$ cat src/rtl/reg_file_mp.sv
// Multi-port general-purpose register file with dual write ports,
// optional write-to-read bypass and a post-reset / on-request scrub sequencer.
module reg_file_mp #(
   parameter int unsigned DATA_W   = 32,
   parameter int unsigned ADDR_W   = 5,
   parameter int unsigned NUM_RD   = 2,
   parameter bit          ZERO_REG = 1'b1,
   parameter bit          BYPASS   = 1'b1
) (
   input  logic                       CLK,
   input  logic                       RST,
   input  logic [NUM_RD*ADDR_W-1:0]   RADDR,
   output logic [NUM_RD*DATA_W-1:0]   RDATA,
   input  logic                       W0_EN,
   input  logic [ADDR_W-1:0]          W0_ADDR,
   input  logic [DATA_W-1:0]          W0_DATA,
   input  logic                       W1_EN,
   input  logic [ADDR_W-1:0]          W1_ADDR,
   input  logic [DATA_W-1:0]          W1_DATA,
   input  logic                       CLR_REQ,
   output logic                       BUSY,
   output logic                       WR_DROP
);

   localparam int unsigned DEPTH = 1 << ADDR_W;

   typedef enum logic [0:0] {StIdle, StScrub} state_e;

   state_e            state_q;
   logic [ADDR_W-1:0] sptr_q;
   logic              wr_drop_q;
   logic [DATA_W-1:0] mem_q [DEPTH];

   logic w0_ok;
   logic w1_ok;

   // Entry 0 is hardwired to zero when ZERO_REG is set, so its writes are dropped silently.
   assign w0_ok = W0_EN && !(ZERO_REG && (W0_ADDR == '0));
   assign w1_ok = W1_EN && !(ZERO_REG && (W1_ADDR == '0));

   assign BUSY    = (state_q == StScrub);
   assign WR_DROP = wr_drop_q;

   // Scrub sequencer: walks SPTR across every entry, then returns to idle.
   always_ff @(posedge CLK or posedge RST) begin
      if (RST) begin
         state_q   <= StScrub;
         sptr_q    <= '0;
         wr_drop_q <= 1'b0;
      end else begin
         unique case (state_q)
            StIdle: begin
               wr_drop_q <= 1'b0;
               if (CLR_REQ) begin
                  state_q <= StScrub;
                  sptr_q  <= '0;
               end
            end
            StScrub: begin
               // Writes arriving while busy are discarded and flagged one cycle later.
               wr_drop_q <= W0_EN | W1_EN;
               sptr_q    <= sptr_q + ADDR_W'(1);
               if (sptr_q == '1) begin
                  state_q <= StIdle;
               end
            end
            default: begin
               state_q   <= StIdle;
               wr_drop_q <= 1'b0;
            end
         endcase
      end
   end

   // Storage array: scrub zeroes one entry per cycle, otherwise W0 then W1 (W1 wins).
   always_ff @(posedge CLK) begin
      if (BUSY) begin
         mem_q[sptr_q] <= '0;
      end else begin
         if (w0_ok) begin
            mem_q[W0_ADDR] <= W0_DATA;
         end
         if (w1_ok) begin
            mem_q[W1_ADDR] <= W1_DATA;
         end
      end
   end

   // Asynchronous read ports; later assignments carry higher priority.
   always_comb begin
      logic [ADDR_W-1:0] ra;
      logic [DATA_W-1:0] rd;
      RDATA = '0;
      ra    = '0;
      rd    = '0;
      for (int i = 0; i < int'(NUM_RD); i++) begin
         ra = RADDR[i*ADDR_W +: ADDR_W];
         rd = mem_q[ra];
         if (BYPASS && W0_EN && (W0_ADDR == ra)) begin
            rd = W0_DATA;
         end
         if (BYPASS && W1_EN && (W1_ADDR == ra)) begin
            rd = W1_DATA;
         end
         if (ZERO_REG && (ra == '0)) begin
            rd = '0;
         end
         if (BUSY) begin
            rd = '0;
         end
         RDATA[i*DATA_W +: DATA_W] = rd;
      end
   end

endmodule
$ cat config.mk
export PLATFORM = sky130hd
export DESIGN_NAME = reg_file_mp
export DESIGN_NICKNAME = d
export VERILOG_FILES = /design/src/rtl/reg_file_mp.sv
export SDC_FILE = /design/constraint.sdc
export NUM_CORES = 2
export LEC_CHECK = 0
export ABC_AREA = 1
export CAP_MARGIN = 20
export CORE_MARGIN = 5
export CORE_UTILIZATION = 30
export DETAILED_ROUTE_END_ITERATION = 8
export PLACE_DENSITY = 0.43
export REMOVE_ABC_BUFFERS = 1
export SLEW_MARGIN = 5
export SYNTH_ARGS = -nofsm -noshare
export SYNTH_HDL_FRONTEND = slang
export SYNTH_SLANG_ARGS = --single-unit
$ cat constraint.sdc
create_clock -name CLK -period 8.5 [get_ports CLK]
set_input_delay 1.7 -clock CLK [delete_from_list [all_inputs] [get_ports CLK]]
set_output_delay 1.7 -clock CLK [all_outputs]
set_load 0.01 [all_outputs]
Word level (Yosys, flattened, before mapping) --
Memory sizes are Yosys's and may differ from the RTL's. Cells that the tools add are included.
Cells by class: $add $sub $neg 1, multipliers 0, divide/modulo/power cells 0, order comparisons 0, equal/unequal tests 6, shift operators 0, multiplexer cells 25, bitwise gates (word level) 2, reduce and logical (&&, ||, !) cells 13
Operator list (number):
- two-way mux 32 bit | 9
- OR reduction 32 bit | 1
- equality test 5 bit | 4
- zero test 5 bit | 4
- two-way mux 1 bit | 11
- two-way mux 5 bit | 2
- case mux 5 bit (2 select lines) | 1
- logical AND 1 bit | 6
- adder 5 x 1 -> 5 bit, second input constant | 1
- equality test 5 bit, second input constant | 1
- case mux 1 bit (2 select lines) | 2
- zero test 1 bit | 2
- inequality test 2 bit, second input constant | 1
- inverter 1 bit | 1
- OR 1 bit | 1
Storage, ports and cells: flip-flop bits (word level) 7, bits in latches 0, RAM bits 1024, ROM bits 0, output and inout port bits 66, logic and storage cells 51, memories kept 1
Memories:
- mem_q | depth 32, bits a word 32, rd ports 2, clocked after memory_dff 0, write ports 2, line 32 | logic [DATA_W-1:0] mem_q [DEPTH];

Longest topological paths before layout --
word-level depth 8, depth in mapped cells 12, mapped depth without buffers 9

Least setup slack after synthesis --
OpenSTA, ideal clock, no wires.
kind in2reg, start point in W0_ADDR[4], end point mem mem_q[28][0], enable pin, data arrival time 4.240 ns, slack 3.827 ns, cell stages on the path 8, cells stage by stage inv_1 -> nand4_1 -> nand2_2 -> buf_6 -> o21ai_1 -> nor2_1 -> nand2_2 -> o22ai_1
RTL lines:
- from (decl) | line 15 | input logic [ADDR_W-1:0] W0_ADDR,
- to (decl) | line 32

Worst setup path after layout --
start point in RADDR[7], end point out RDATA[37]
Between the ends: cells in the longest elaborated chain, start to end 6, elaborated cells between the ends (all ways) 10, classes of those cells eq/ne: 2; mux: 4; reduce/logical: 3; memory: 1
Ends and longest elaborated chain:
- from (decl) | line 12 | input logic [NUM_RD*ADDR_W-1:0] RADDR,
- branches (longest 4 deep; another with memory (32 x 32 bit))
- two-way mux 32 bit (*) | line 105 | if (ZERO_REG && (ra == '0)) begin
- two-way mux 32 bit (*) | line 108 | if (BUSY) begin
- to (decl) | line 13 | output logic [NUM_RD*DATA_W-1:0] RDATA,
Every way passes the cells marked *.

==> flow_metrics.env <==
export IMPL_track_usage=0.274
export IMPL_synth_top_area_frac=0.454
export IMPL_yosysWarnings=0
export IMPL_cp_cell_sequence="buf_6 > inv_6 > nand4_1 > o21ai_1 > inv_2 > buf_4 > o21ai_0 > a21oi_1 > clkdlybuf4s50_1"
export IMPL_nNetsFinal=9156
export IMPL_wl_met2_um=149000
export IMPL_fin_cells=12200
export IMPL_reg2reg_from="BUSY$_DFF_PP1_"
export IMPL_hold_path_class="reg2reg"
export IMPL_cp_startpoint="RADDR[7]"
export IMPL_grt_pass1_vias=61700
export IMPL_pre_cts_slack_ns=1.65
export IMPL_critPathTopFamily="buffers and inverters"
export IMPL_maxCapViolCount=0
export IMPL_synth_area_top_cells="edfxtp_1, nand2_1, nand3_1"
export IMPL_die_area_um2=235000
export IMPL_crit_buf_inv=5
export IMPL_io_pins=155
export IMPL_synthTopCellsByCount="nand2_1, nand3_1, inv_1"
export IMPL_dp_hpwl_um=185000
export IMPL_ys_ff_latch=1031
export IMPL_slowest_stage="inv_2"
export IMPL_ant_nets=0
export IMPL_min_period_over_period=0.812
export IMPL_rsz0062_at_grt="no"
export IMPL_clk_path_buf_depth=3
export IMPL_vias=66100
export IMPL_fin_skew_ns=0.0209
export IMPL_final_max_slew_viol_count=0
export IMPL_setup_slack_ns=1.60
export IMPL_hold_viol=0
export IMPL_leakagePower_nw=30.9
export IMPL_synth_most_common_cell="nand2_1"
export IMPL_fin_setup_tns_ns=0
export IMPL_cts_tree="built"
export IMPL_ctsRootBufferMaster="clkbuf_16"
export IMPL_ys_seq_area_frac=0.457
export IMPL_cts_resized=0
export IMPL_dp_cells=11900
export IMPL_drc_errors=0
export IMPL_layout_drive_gt1_share=0.0617
export IMPL_top_layer="met5"
export IMPL_dr_pass1_iters=6
export IMPL_drtIter0Drc=7732
export IMPL_start_util=0.301
export IMPL_wl_um=333000
export IMPL_status="finished clean"
export IMPL_worst_setup_path_type="in2out"
export IMPL_path_clk_slew_ns=0.06
export IMPL_viasPerCell=5.43
export IMPL_synth_top_flop_cell="edfxtp_1"
export IMPL_cts_setup_buffers=0
export IMPL_synth_edf_count=1024
export IMPL_synthesis_area_um2=67700
export IMPL_syn_to_final_growth_pct=12.1
export IMPL_port_buffers=154
export IMPL_nFillCells=23700
export IMPL_stdcell_area_um2=75900
export IMPL_cts_buffers=136
export IMPL_grt_pass1_wl_um=467000
export IMPL_crit_required_ns=6.80
export IMPL_placed_area_um2=71500
export IMPL_setup_violations=0
export IMPL_worstSetupEndpointType="output port"
export IMPL_clk_latency_ns=0.81
export IMPL_antenna_found_initial=8
export IMPL_core_area_um2=225000
export IMPL_route_met3_wl_um=28000
export IMPL_ir_drop_v=0.000181
export IMPL_worstMarginPinSlew_ns=1.24
export IMPL_post_drt_wl_per_cell_um=27.4
export IMPL_timing_hold_ws_ns=0.507
export IMPL_die_y_um=485
export IMPL_cts_max_level=4
export IMPL_powerDensity_nw_per_um2=210
export IMPL_synthCells=9423
export IMPL_grt_overflow_total=0
export IMPL_holdCritStartpoint="sptr_q[3]$_DFFE_PP0P_"
export IMPL_max_stage_delay_ns=0.75
export IMPL_drt_met1_wl_um=140000
export IMPL_fin_util=0.338
export IMPL_syn_avg_cell_area_um2=7.19
export IMPL_synth_distinct_cells=36
export IMPL_dieWidth_um=485
export IMPL_power_mw=15.9
export IMPL_core_rowCount=174
export IMPL_arrival_ns=5.20
export IMPL_r2r_setup_slack_ns=4.24
export IMPL_place_congestion=0.837
export IMPL_synth_largest_area_cell="edfxtp_1"
export IMPL_postCtsHoldBufs=0
export IMPL_critPathMaxFanout=44
export IMPL_crit_path_start_kind="primary input"
export IMPL_fmax_mhz=145
export IMPL_grt_max_degree=154
export IMPL_period_needed_ns=6.90
export IMPL_clkSinkCount=1031
export IMPL_slew_headroom=0.173
export IMPL_async_reset_ff_frac=0.00679
final timing paths:
check | to | cells past startpoint
worst max-delay path | RDATA[37] | 9
worst min-delay path | sptr_q[3]$_DFFE_PP0P_ | 1
worst max register to register | mem_q[9][13]$_DFFE_PP_ | 7
worst min register to register | sptr_q[3]$_DFFE_PP0P_ | 1
max in group asynchronous | BUSY$_DFF_PP1_ | 2
min in group asynchronous | sptr_q[4]$_DFFE_PP0P_ | 2
cell usage in the layout, fill, tap and decap left out, types with 7 or more instances in the layout:
cell / netlist / final
inv_1: 1108 / 1092
nand2_1: 2959 / 2954
nand3_4: 0 / 11
nor2_2: 41 / 39
bufinv_16: 0 / 9
clkdlybuf4s50_1: 0 / 144
buf_8: 0 / 13
o21ai_1: 136 / 111
clkinv_2: 0 / 25
inv_2: 22 / 30
o211ai_1: 64 / 64
nor2_4: 4 / 7
clkinv_1: 0 / 32
clkbuf_16: 0 / 142
o21ai_4: 0 / 25
a21oi_1: 106 / 106
clkbuf_1: 363 / 25
nand3_1: 1929 / 1920
buf_4: 25 / 163
edfxtp_1: 1024 / 1024
o22ai_1: 15 / 9
buf_12: 0 / 24
nor2_1: 183 / 182
or2_2: 25 / 25
o21ai_0: 923 / 923
layer usage:
layer | global-route usage | vias up
met1 | 0.365 | 31800
met4 | 0.118 | 2
met5 | 0 | -
li1 | - | 30100
met3 | 0.0500 | 706
met2 | 0.434 | 3428
worst register-to-register path, cell delays in order (launching register included):
cell	delay, ns
dfstp_2	0.72
nor2_2	0.10
nand2_4	0.54
nand2_1	0.11
o21ai_1	0.39
nand3_2	0.60
o21ai_4	1.13
buf_12	0.34
report_power, final:
group / leakage, nW / switching [mW] / internal (mW)
Sequential: 9.70 / 0.143 / 6.32
Combinational: 19.1 / 2.80 / 0.864
Clock: 2.10 / 2.46 / 3.32
Total: 30.9 / 5.40 / 10.5
sequential cells by signal (all words and copies together) (netlist names):
| signal | flops |
|---|---|
| mem_q | 1024 |
| sptr_q | 5 |
| BUSY | 1 |
| WR_DROP | 1 |
cell type report:
class / instances / area, um^2 / share of cell area
diodes: 5 / 12.5 / 0.000165
clock buffers: 167 / 3650 / 0.0481
clock inverters: 77 / 646 / 0.00851
inverters: 1130 / 4290 / 0.0565
multi-input cells: 6414 / 29200 / 0.384
flip-flops and latches: 1031 / 30900 / 0.407
well taps: 2992 / 3740 / 0.0493
repair buffers: 352 / 3480 / 0.0459
logic make-up after synthesis:
group	after synthesis	share of synthesized area
and+or+nand+nor	5160	0.326
buffers and inverters	1978	0.121
AOI/OAI and AO/OA	1250	0.0954
DFF	1031	0.457
xor gates and xnor gates	2	0.000259
adders and majority gates	2	0.000370
Power figures use the tool's default switching activity.
